File: src/rtl/run_ctrl.sv
// run_ctrl: run/step/halt controller for a small CPU.
//
// Two raw front-panel inputs (a step push-button and a run switch) are
// synchronized and debounced. The debounced run level and a one-cycle pulse on
// each debounced step press drive a three-state controller. That controller
// produces the CPU advance enable.
//
// Ports:
//   clk         clock, rising edge
//   rst_n       asynchronous active-low reset
//   btn_step    raw step push-button (async, bouncy)
//   sw_run      raw run switch (async, bouncy)
//   halt        CPU halt request, synchronous level
//   en          advance enable (combinational from state and step_pulse)
//   state       00 STOP, 01 RUN, 10 HALT
//   run_db      debounced sw_run
//   step_pulse  one-cycle pulse per debounced btn_step rising edge

// db_chan: one input channel. It has a 2-flop synchronizer and a
// consecutive-difference debouncer.
//   raw -> db, which follows raw once raw has differed for DbCnt consecutive edges.
module db_chan #(
    parameter int DbBits = 16,
    parameter int DbCnt  = 50000
) (
    input  logic clk,
    input  logic rst_n,
    input  logic raw,
    output logic db
);
    logic              sync1, sync2;
    logic [DbBits-1:0] cnt;

    always_ff @(posedge clk or negedge rst_n) begin
        if (!rst_n) begin
            sync1 <= 1'b0;
            sync2 <= 1'b0;
            cnt   <= '0;
            db    <= 1'b0;
        end else begin
            sync1 <= raw;
            sync2 <= sync1;
            if (sync2 == db) begin
                cnt <= '0;
            end else if (cnt == DbBits'(DbCnt - 1)) begin
                // This edge is the DbCnt-th consecutive edge on which the two differ.
                db  <= sync2;
                cnt <= '0;
            end else begin
                cnt <= cnt + 1'b1;
            end
        end
    end
endmodule

module run_ctrl #(
    parameter int DbBits = 16,
    parameter int DbCnt  = 50000
) (
    input  logic       clk,
    input  logic       rst_n,
    input  logic       btn_step,
    input  logic       sw_run,
    input  logic       halt,
    output logic       en,
    output logic [1:0] state,
    output logic       run_db,
    output logic       step_pulse
);
    localparam int NUM_CH = 2;
    localparam int CH_STEP = 0;
    localparam int CH_RUN  = 1;

    typedef enum logic [1:0] {
        ST_STOP = 2'b00,
        ST_RUN  = 2'b01,
        ST_HALT = 2'b10
    } state_t;

    logic [NUM_CH-1:0] raw_in;
    logic [NUM_CH-1:0] db_out;
    logic              step_prev;
    state_t            cur, nxt;

    assign raw_in[CH_STEP] = btn_step;
    assign raw_in[CH_RUN]  = sw_run;

    generate
        for (genvar g = 0; g < NUM_CH; g++) begin : g_ch
            db_chan #(.DbBits(DbBits), .DbCnt(DbCnt)) u_db (
                .clk   (clk),
                .rst_n (rst_n),
                .raw   (raw_in[g]),
                .db    (db_out[g])
            );
        end
    endgenerate

    assign run_db = db_out[CH_RUN];

    // Registered rising-edge detect of the debounced step button.
    always_ff @(posedge clk or negedge rst_n) begin
        if (!rst_n) begin
            step_prev  <= 1'b0;
            step_pulse <= 1'b0;
        end else begin
            step_prev  <= db_out[CH_STEP];
            step_pulse <= db_out[CH_STEP] & ~step_prev;
        end
    end

    always_ff @(posedge clk or negedge rst_n) begin
        if (!rst_n) cur <= ST_STOP;
        else        cur <= nxt;
    end

    // en comes from state and the registered step pulse, so reset drops it at once.
    // A step pulse in HALT only leaves HALT; it must not advance the CPU.
    always_comb begin
        nxt = cur;
        en  = (cur == ST_RUN) | ((cur == ST_STOP) & step_pulse);
        if (en && halt) begin
            nxt = ST_HALT;
        end else begin
            unique case (cur)
                ST_STOP: if (run_db)     nxt = ST_RUN;
                ST_RUN:  if (!run_db)    nxt = ST_STOP;
                ST_HALT: if (step_pulse) nxt = ST_STOP;
                default: nxt = ST_STOP;
            endcase
        end
    end

    assign state = cur;
endmodule

File: config.mk
export PLATFORM = sky130hd
export DESIGN_NAME = run_ctrl
export DESIGN_NICKNAME = d
export VERILOG_FILES = /design/src/rtl/run_ctrl.sv
export SDC_FILE = /design/constraint.sdc
export NUM_CORES = 1
export LEC_CHECK = 0
export CAP_MARGIN = 15
export CORE_MARGIN = 3
export CORE_UTILIZATION = 55
export CTS_BUF_LIST = sky130_fd_sc_hd__clkbuf_8
export DETAILED_ROUTE_END_ITERATION = 7
export GPL_ROUTABILITY_DRIVEN = 0
export PLACE_DENSITY_LB_ADDON = 0.15
export SETUP_SLACK_MARGIN = 0.05
export SLEW_MARGIN = 25
export SYNTH_ARGS = -nofsm -noshare
export SYNTH_HDL_FRONTEND = slang
export SYNTH_HIERARCHICAL = 1
export SYNTH_SLANG_ARGS = --single-unit
File: constraint.sdc
create_clock -name clk -period 2 [get_ports clk]
set_input_delay 0.3 -clock clk [delete_from_list [all_inputs] [get_ports clk]]
set_output_delay 0.3 -clock clk [all_outputs]
set_load 0.02 [all_outputs]
* Yosys cells after proc, flatten, opt, wreduce, memory -nomap -nowiden *
Cells that the tools add are included.

cells by class
  add/subtract/negate cells = 2
  eq/ne operators = 9
  bitwise operators = 6
  multiplexer cells = 9
  reductions and logical operators = 5
  $mul = 0
  $lt $le $gt $ge = 0
  divide/modulo/power cells = 0
  shifts and indexed selects = 0

operator list
  cell                                                 number
  two-way mux 16 bit                                   4
  adder 16 x 1 -> 16 bit, second input constant        2
  equality test 16 bit, second input constant          2
  two-way mux 2 bit                                    4
  != test 3 bit, second input constant                 2
  case mux 2 bit (3 select lines)                      1
  AND reduction 2 bit                                  2
  != test 3 x 1 -> 1 bit, second input constant        1
  NOT 1 bit                                            3
  AND reduction 3 bit                                  1
  bitwise AND 1 bit                                    2
  equality test 1 bit                                  2
  equality test 2 x 1 -> 1 bit, second input constant  1
  equality test 2 bit, second input constant           1
  logical NOT 2 bit                                    1
  logical AND 1 bit                                    1
  OR 1 bit                                             1

storage, ports and cells
  memory bits (read-only) = 0
  output and inout bits = 5
  memories = 0
  RAM bits = 0
  latch bits = 0
  register bits = 42
  input port bits = 5

* Longest topological paths before layout *
Gate-level depths: netlist of run 1.

  depth after elaboration = 6
  depth in mapped cells = 6

* By module *
The synthesis of run 1 kept the hierarchy.

modules (own cells, without submodules)
  module    area each (um^2)  sequential area each (um^2)  instances  cells an instance
  db_chan   895.9             475.5                        2          84
  run_ctrl  142.6             100.1                        1          11

* Least setup slack after synthesis of run 1 *
OpenSTA, ideal clock, no wires.

  path kind = flip-flop to flip-flop
  from = reg g_ch[0].u_db.cnt[10]
  to = reg g_ch[0].u_db.db
  cell stages (with the launch flop) = 4
  data required time = 1.875 ns
  data arrival time = 1.770 ns
  slack = 0.105 ns
  period minus slack after synthesis = 1.895 ns
  cell sequence = dfrtp_1 > or4b_1 > or4_4 > mux2_4

between the ends
  longest elaborated chain between the ends = 2

ends and longest elaborated chain
  what                                  line  source
  start: declaration                    32    logic [DbBits-1:0] cnt;
  start signal: assignment              50    cnt <= cnt + 1'b1;
  equality test 16 bit                  45    end else if (cnt == DbBits'(DbCnt - 1)) begin
  AND reduction 2 bit (no source line)  -
  end signal: assignment                47    db <= sync2;
  end: declaration                      29    output logic db

No other way between the ends.
A chain may end at the register's enable or synchronous reset.

* Worst setup path after layout of run 1 *
Same ends and word-level chain as after synthesis.

==> results of run 1 <==
[power breakdown]
group          total (mW)  internal [mW]  switching (mW)
clock network       0.565          0.277           0.288
registers           0.877          0.862          0.0147
logic              0.0539         0.0191          0.0347
[metal layers]
layer	global-route usage [%]	routed length, um	vias to the layer above
li1	-	-	657
met1	23.4	1480	677
met2	34.9	1940	22
met3	4.44	98	8
met4	10.9	63	0
met5	0	0	-
[synth_stat cells]
cell type   n  area share [%]
nand2_1     8             1.6
or4b_1      2             1.0
nand3_1    10             2.6
nor4_1      6             1.9
ha_1        2             1.3
xor2_1     10             4.5
nand4_1    10             3.2
or3b_2      2            0.91
nor3_1      8             2.1
and4_1      2            0.91
mux2_4      2             1.6
xnor2_1    20             9.1
buf_6       2             1.2
nand4bb_1   2             1.2
dfrtp_1    42              54
and3b_2     1            0.52
nor2_1     36             7.0
or3b_1      1            0.45
inv_1       4            0.78
o21ai_0     2            0.52
nor2b_1     1            0.32
and3_2      2            0.78
or4_4       2             1.2
nand2_4     2             1.2
[flip-flops by register name (all words and copies together), names as in the netlist]
| name | count |
|---|---|
| g_ch.u_db/sync2 | 2 |
| g_ch.u_db/sync1 | 2 |
| step_pulse | 1 |
| g_ch.u_db/db | 2 |
| step_prev | 1 |
| state | 2 |
| g_ch.u_db/cnt | 32 |
[how the worst max path moves through the flow]
stage                                    start               to  slack, ns
after CTS                 g_ch[1].u_db/cnt[10]  g_ch[1].u_db/db       0.08
after floorplan           g_ch[0].u_db/cnt[10]  g_ch[0].u_db/db       0.11
after global placement    g_ch[1].u_db/cnt[10]  g_ch[1].u_db/db       0.12
final                     g_ch[0].u_db/cnt[10]  g_ch[0].u_db/db       0.08
after global routing       g_ch[0].u_db/cnt[0]  g_ch[0].u_db/db       0.05
after detailed placement  g_ch[1].u_db/cnt[10]  g_ch[1].u_db/db       0.09
[final cells by class]
type | count | area, sq um | share of cell area (%)
Sequential cell | 42 | 1050 | 47.8
Clock inverter | 2 | 12.5 | 0.569
Timing Repair Buffer | 16 | 138 | 6.26
Tap cell | 44 | 55.1 | 2.50
Inverter | 4 | 15.0 | 0.683
Multi-Input combinational cell | 131 | 846 | 38.5
Clock buffer | 6 | 82.6 | 3.75
[per-stage QoR]
| stage | instance area, sq um | worst slack [ns] |
|---|---|---|
| 2_1_floorplan | 1930 | 0.105 |
| 5_1_grt | 2200 | 0.0519 |
| 6_report | 2200 | 0.0772 |
| 3_5_place_dp | 2100 | 0.0931 |
| 4_1_cts | 2200 | 0.0849 |
| 3_3_place_gp | 2100 | 0.123 |
[critical path, stage by stage, from the launching register on]
cell     delay, ns
dfrtp_1       0.40
or4b_1        0.52
or4_4         0.59
mux2_4        0.31
[kinds of logic (layout without fill, tap and decap cells)]
family	after synthesis	in the layout	share of synthesized area [%]
AND/OR/NAND/NOR	95	95	26.8
flip-flops	42	42	54.3
XOR/XNOR	30	30	13.6
buffers and inverters	6	28	1.94
adder cells (fa/ha/maj)	2	2	1.29
AO/OA/AOI/OAI	2	2	0.517
multiplexers	2	2	1.55
==> results.py, run 1 <==
metrics = {
    "cts": {
        "cts_hold_buf": 0,
        "cts_sinks": 42,
        "tritoncts": "built",
        "cts.repair.resized": 0,
        "clock_latency_ns": 0.29,
        "clk_path_buf_depth": 2,
        "cts_buffers": 5,
        "root_buffer": "clkbuf_8",
        "post-cts-setup-buffers": 0,
        "clkTransAtPathRegs_ns": 0.08,
        "cts_max_level": 2,
    },
    "grt": {
        "grt_pass1_wl_um": 6620,
        "grt_max_degree": 43,
        "grt_usage_pct": 20.3,
        "antenna_found_initial": 0,
        "grt_overflow": 0,
        "grt_pass1_vias": 1485,
    },
    "die": {
        "dieHeight_um": 65.3,
        "die_w_um": 65.3,
        "io_pins": 10,
        "die-area_sq_mm": 0.00426,
        "start_util_pct": 60.4,
        "rows": 20,
        "core_sq_mm": 0.00320,
    },
    "critical_path": {
        "crit_arrival_ns": 2.11,
        "timing.rr.start": "g_ch[0].u_db/cnt[10]",
        "critPathMaxFanout": 3,
        "worstSetupPathType": "reg -> reg",
        "critical_path_required_ns": 2.19,
        "worstRegToRegCells": 3,
        "worst_setup_path_end_kind": "register",
        "rrSetupSlack_ns": 0.08,
        "critPathLaunchType": "register",
        "r2r-end": "g_ch[0].u_db/db",
    },
    "synthesis": {
        "syn_area_sq_mm": 0.00193,
        "synth_warnings": 6,
        "synth_cell_type_count": 24,
        "synthCells": 179,
        "syn_nets": 186,
        "ys_seq_area_share_pct": 54.3,
        "ys_ff_latch": 42,
        "syn_avg_cell_area_sq_um": 10.8,
    },
    "sta": {
        "hold_slack_ns": 0.0617,
        "drv_slew": 0,
        "rsz0062_at_grt": "false",
        "hold_viol_final": 0,
        "skew_ns": 0.00733,
        "period_share_pct": 96.1,
        "tightest_slew_ns": 0.518,
        "fmax_ghz": 0.520,
        "tns_ns": 0,
        "slew_headroom_pct": 65.5,
        "period_minus_slack_ns": 1.92,
        "setup_viol": 0,
    },
    "place": {
        "place.detailed.hpwl_um": 2490,
        "io_buffers": 9,
        "dp.cells": 237,
    },
    "route": {
        "drt-pass1-iter-count": 4,
        "drtAntennaViolNets": 0,
        "drc": 0,
        "via_count": 1364,
        "viasPerCell": 5.57,
        "drtIter0Drc": 48,
        "wl_per_cell_um": 14.6,
        "finalWirelength_um": 3580,
    },
    "final_layout": {
        "layout.nets": 207,
        "antenna_cells": 0,
        "fin_cells": 245,
        "fillers": 270,
        "fin_util_pct": 68.7,
        "final_cell_mix": "dfrtp_1, nor2_1, xnor2_1",
        "drive_gt1_share_pct": 13.4,
        "area_delta_synth_final_pct": 13.7,
        "layout_commonest_cell": "dfrtp_1",
    },
    "pwr": {
        "totalPowerFinal_mw": 1.50,
        "p_leak_nw": 0.905,
        "ir_drop_mv": 0.496,
        "cellPowerDensity_mw_per_mm2": 680,
    },
    "hold_path": {
        "min_path_type": "in -> async",
    },
    "outcome": {
        "status": "finished, final reports clean",
    },
    "run": {
        "cap_violations": 0,
    },
}
(Power assumes the default switching activity.)
==> run 2: changes to the inputs <==
--- a/config.mk
+++ b/config.mk
@@ -5,10 +5,10 @@
 export SDC_FILE = /design/constraint.sdc
 export NUM_CORES = 1
 export LEC_CHECK = 0
+export ABC_CLOCK_PERIOD_IN_PS = 1850
 export CAP_MARGIN = 15
 export CORE_MARGIN = 3
-export CORE_UTILIZATION = 55
-export CTS_BUF_LIST = sky130_fd_sc_hd__clkbuf_8
+export CORE_UTILIZATION = 58
 export DETAILED_ROUTE_END_ITERATION = 7
 export GPL_ROUTABILITY_DRIVEN = 0
 export PLACE_DENSITY_LB_ADDON = 0.15
==> constraint.sdc (replaced) <==
create_clock -name clk -period 1.85 [get_ports clk]
set_input_delay 0.2775 -clock clk [delete_from_list [all_inputs] [get_ports clk]]
set_output_delay 0.2775 -clock clk [all_outputs]
set_load 0.02 [all_outputs]
==> run 2 against run 1 <==
Clock skew increased by 0.0011 ns. Core utilization increased by 3.1 points. Via count increased by 2.1%. Clock power decreased by 15%. Clock-buffer cell count unchanged.
==> results.py, run 2 (synthesis results as in run 1) <==
metrics = {
    "grt": {
        "antenna_found_initial": 0,
        "grt_pass1_wl_um": 6550,
        "grt_pass1_vias": 1436,
        "grt_usage_pct": 21.1,
        "grt_overflow": 0,
        "grt_max_degree": 25,
    },
    "cts": {
        "cts_max_level": 2,
        "clk_path_buf_depth": 2,
        "root_buffer": "clkbuf_4",
        "cts_sinks": 42,
        "tritoncts": "built",
        "clkTransAtPathRegs_ns": 0.12,
        "cts_buffers": 5,
        "clock_latency_ns": 0.36,
    },
    "final_layout": {
        "area_delta_synth_final_pct": 16.1,
        "largest-register": "g_ch.u_db/cnt",
        "largest_register_ffs": 32,
        "layout_commonest_cell": "dfrtp_1",
        "fin_util_pct": 71.8,
        "final_cell_mix": "dfrtp_1, nor2_1, xnor2_1, buf_4",
        "drive_gt1_share_pct": 17.1,
        "fin_cells": 254,
        "antenna_cells": 0,
        "layout.nets": 216,
    },
    "critical_path": {
        "worstSetupPathType": "reg -> reg",
        "cp_cell_sequence": "or4b_4 > or4_4 > mux2_4",
        "worst_setup_path_end_kind": "register",
        "critPathLaunchType": "register",
        "critical_path_required_ns": 2.11,
        "critPathLaunch": "g_ch[1].u_db/cnt[10]",
        "crit_path_end": "g_ch[1].u_db/db",
        "critPathMaxFanout": 3,
        "max_stage_delay_ns": 0.54,
        "worstRegToRegCells": 3,
        "rrSetupSlack_ns": 0.02,
        "cp_slowest_cell": "or4b_4",
        "crit_arrival_ns": 2.09,
        "r2r-end": "g_ch[1].u_db/db",
        "timing.rr.start": "g_ch[1].u_db/cnt[10]",
    },
    "sta": {
        "setup_slack_ns": 0.0227,
        "tightest_slew_ns": 0.527,
        "drv_slew": 0,
        "rsz0062_at_grt": "true",
        "period_share_pct": 98.8,
        "hold_viol_final": 0,
        "slew_headroom_pct": 64.9,
        "hold_slack_ns": 0.355,
        "setup_viol": 0,
        "skew_ns": 0.00844,
        "fmax_ghz": 0.547,
        "period_minus_slack_ns": 1.83,
    },
    "die": {
        "dieHeight_um": 63.8,
        "io_pins": 10,
        "die_w_um": 63.8,
        "die-area_sq_mm": 0.00406,
        "core_sq_mm": 0.00313,
        "rows": 20,
        "start_util_pct": 61.8,
    },
    "pwr": {
        "p_leak_nw": 0.951,
        "ir_drop_mv": 0.596,
        "totalPowerFinal_mw": 1.49,
        "cellPowerDensity_mw_per_mm2": 665,
    },
    "place": {
        "io_buffers": 9,
        "place.detailed.hpwl_um": 2520,
        "dp.cells": 242,
        "place_ws_ns": 0.0253,
    },
    "hold_path": {
        "min_path_type": "in -> reg",
    },
    "route": {
        "drc": 0,
        "drt-pass1-iter-count": 4,
        "drtIter0Drc": 96,
        "drtAntennaViolNets": 0,
        "viasPerCell": 5.48,
        "finalWirelength_um": 3550,
        "via_count": 1393,
        "wl_per_cell_um": 14.0,
    },
    "outcome": {
        "status": "finished, final reports clean",
    },
    "run": {
        "cap_violations": 0,
    },
}
==> run 2: layout make-up <==
| type | count | area [sq um] |
|---|---|---|
| Inverter | 4 | 15.0 |
| Clock buffer | 6 | 51.3 |
| Clock inverter | 2 | 12.5 |
| Fill cell | 233 | 882 |
| Tap cell | 44 | 55.1 |
| Timing Repair Buffer | 25 | 206 |
| Multi-Input combinational cell | 131 | 855 |
| Sequential cell | 42 | 1050 |
==> run 2: how the worst min path moves through the flow <==
stage,cells past startpoint,slack (ns),end,start
2_1_floorplan,0,-0.02,g_ch[0].u_db/cnt[0],rst_n
3_3_place_gp,1,0.28,state[1],rst_n
3_5_place_dp,1,0.28,state[0],rst_n
4_1_cts,1,0.33,g_ch[1].u_db/sync1,sw_run
5_1_grt,1,0.30,g_ch[1].u_db/sync1,sw_run
6_report,1,0.35,g_ch[1].u_db/sync1,sw_run
==> run 2: worst max-delay path: cells and delay by family, from the launching register on <==
| family | cells | cell delay [ns] |
|---|---|---|
| flops | 1 | 0.40 |
| mux | 1 | 0.32 |
| simple gates | 2 | 1.01 |
==> run 2: repair_timing <==
action | 4_1_cts | 5_1_grt
pin swaps | 0 | 0
hold buffers | 1 | 0
endpoints found under the setup margin | 3 | 25
setup buffers | 1 | 2
gates resized for setup | 1 | 1
hold endpoints to repair | 22 | 0
==> run 2: stage by stage <==
| step | setup TNS [ns] | cell area, sq um |
|---|---|---|
| floorplan | 0 | 1940 |
| global placement | 0 | 2150 |
| detailed placement | 0 | 2150 |
| CTS | 0 | 2230 |
| global route | -0.00335 | 2250 |
| finish | 0 | 2250 |
==> run 2: routing by layer <==
layer	share of wire (%)	wire (um)	global-route usage (%)
met2	52	1850	36.2
met1	42	1500	24.9
met3	3.4	122	5.80
met5	0	0	0
met4	2.1	73	8.89
==> run 2: power breakdown <==
group | leakage, nW | switching, mW | total, mW | internal [mW]
logic | 0.349 | 0.0394 | 0.0657 | 0.0263
clock network | 0.0343 | 0.299 | 0.482 | 0.183
registers | 0.567 | 0.0137 | 0.946 | 0.933
==> run 3: changes to the inputs <==
--- a/config.mk
+++ b/config.mk
@@ -5,10 +5,9 @@
 export SDC_FILE = /design/constraint.sdc
 export NUM_CORES = 1
 export LEC_CHECK = 0
-export ABC_CLOCK_PERIOD_IN_PS = 1850
 export CAP_MARGIN = 15
 export CORE_MARGIN = 3
-export CORE_UTILIZATION = 58
+export CORE_UTILIZATION = 55
 export DETAILED_ROUTE_END_ITERATION = 7
 export GPL_ROUTABILITY_DRIVEN = 0
 export PLACE_DENSITY_LB_ADDON = 0.15
==> constraint.sdc (replaced) <==
create_clock -name clk -period 1.85 [get_ports clk]
set_input_delay 0.185 -clock clk [delete_from_list [all_inputs] [get_ports clk]]
set_output_delay 0.185 -clock clk [all_outputs]
set_load 0.02 [all_outputs]
==> run 3 against run 2 <==
Fmax increased by 0.35%. Wire length increased by 1.7%. Register-to-register slack about the same. Critical path type unchanged. Largest cell class unchanged.
==> results.py, run 3 (synthesis results as in run 1) <==
metrics = {
    "cts": {
        "root_buffer": "clkbuf_4",
        "clkTransAtPathRegs_ns": 0.12,
        "cts_sinks": 42,
        "cts_buffers": 5,
        "cts_max_level": 2,
        "tritoncts": "built",
        "clk_path_buf_depth": 2,
        "clock_latency_ns": 0.35,
    },
    "final_layout": {
        "drive_gt1_share_pct": 15.9,
        "fillers": 246,
        "design_area_sq_mm": 0.00224,
        "largest_register_ffs": 32,
        "layout.nets": 214,
        "register_area_sq_mm": 0.00105,
        "layout_commonest_cell": "dfrtp_1",
        "fin_cells": 252,
        "largest-register": "g_ch.u_db/cnt",
        "area_delta_synth_final_pct": 16.0,
        "multi_input_area_sq_um": 857,
        "antenna_cells": 0,
        "final_cell_mix": "dfrtp_1, nor2_1, xnor2_1, buf_4",
    },
    "grt": {
        "grt_usage_pct": 19.7,
        "antenna_found_initial": 0,
        "grt_overflow": 0,
        "grt_pass1_wl_um": 6370,
        "grt_pass1_vias": 1477,
        "grt_max_degree": 24,
    },
    "critical_path": {
        "critPathLaunchType": "register",
        "worst_setup_path_end_kind": "register",
        "critPathMaxFanout": 3,
        "worstSetupPathType": "reg -> reg",
        "crit_arrival_ns": 2.07,
        "critical_path_required_ns": 2.10,
    },
    "sta": {
        "skew_ns": 0.00980,
        "rsz0062_at_grt": "true",
        "hold_viol_final": 0,
        "drv_slew": 0,
        "fmax_ghz": 0.549,
        "tns_ns": 0,
        "setup_viol": 0,
        "period_minus_slack_ns": 1.82,
        "slew_headroom_pct": 66.4,
        "tightest_slew_ns": 0.504,
        "period_share_pct": 98.4,
    },
    "pwr": {
        "cellPowerDensity_mw_per_mm2": 661,
        "totalPowerFinal_mw": 1.48,
        "p_leak_nw": 0.938,
        "ir_drop_mv": 0.521,
    },
    "die": {
        "io_pins": 10,
        "die_w_um": 65.3,
        "dieHeight_um": 65.3,
        "die-area_sq_mm": 0.00426,
        "start_util_pct": 60.4,
        "core_sq_mm": 0.00320,
        "rows": 20,
    },
    "place": {
        "place.detailed.hpwl_um": 2540,
        "dp.cells": 240,
        "postPlaceCellArea_sq_mm": 0.00214,
        "io_buffers": 9,
    },
    "run": {
        "cap_violations": 0,
    },
    "route": {
        "wl_per_cell_um": 14.3,
        "drtAntennaViolNets": 0,
        "viasPerCell": 5.43,
        "drt-pass1-iter-count": 4,
        "finalWirelength_um": 3610,
        "drtIter0Drc": 41,
        "via_count": 1368,
        "drc": 0,
    },
    "hold_path": {
        "min_path_type": "in -> reg",
    },
    "outcome": {
        "status": "finished, final reports clean",
    },
}
-- run 3: worst max-delay path, stage by stage, from the launching register on --
cell	delay [ns]
dfrtp_1	0.40
or4b_1	0.53
or4_4	0.47
mux2_4	0.31
-- run 3: worst paths after layout --
path                                 startpoint                  end  slack [ns]  cells after the start
max in group asynchronous                 rst_n  g_ch[0].u_db/cnt[7]        1.05                      3
setup / recovery           g_ch[1].u_db/cnt[10]      g_ch[1].u_db/db        0.03                      3
min in group asynchronous                 rst_n  g_ch[1].u_db/cnt[3]        0.32                      2
hold / removal                           sw_run   g_ch[1].u_db/sync1        0.27                      1
hold reg to reg              g_ch[1].u_db/sync1   g_ch[1].u_db/sync2        0.35                      0
setup reg to reg           g_ch[1].u_db/cnt[10]      g_ch[1].u_db/db        0.03                      3
-- run 3: what timing repair did --
action	CTS	global route
hold endpoints to repair	22	0
gates resized for setup	0	1
hold buffers	1	0
buffers inserted	1	2
endpoints found under the setup margin	1	29
-- run 3: final cells by class --
| type | count | share of cell area (%) |
|---|---|---|
| flip-flops and latches | 42 | 46.8 |
| inverters | 4 | 0.669 |
| clock buffers | 7 | 2.45 |
| repair buffers | 23 | 9.15 |
| multi-input cells | 131 | 38.2 |
| clock inverters | 1 | 0.223 |
| well taps | 44 | 2.45 |
-- run 3: power breakdown --
part	switching, mW	internal [mW]	total [mW]	leakage (nW)
sequential	0.0143	0.933	0.947	0.567
clock	0.285	0.184	0.470	0.0353
combinational	0.0393	0.0277	0.0669	0.336
-- run 3: through the flow --
step | utilization [%] | hold WS (ns) | setup WS [ns]
5_1_grt | 70.0 | 0.264 | -0.0119
2_1_floorplan | - | -0.111 | 0.0672
4_1_cts | 69.4 | 0.260 | 0.0525
3_3_place_gp | 67.0 | 0.172 | 0.0763
3_5_place_dp | 67.0 | 0.180 | 0.0546
6_report | 70.0 | 0.272 | 0.0291
-- run 3: per-layer routing --
layer | GRT usage (%) | part of all wire, % | vias up
met4 | 7.25 | 0.94 | 0
met3 | 6.15 | 2.9 | 5
met1 | 21.5 | 43 | 680
met2 | 35.5 | 53 | 13
met5 | 0 | 0 | -
li1 | - | - | 670
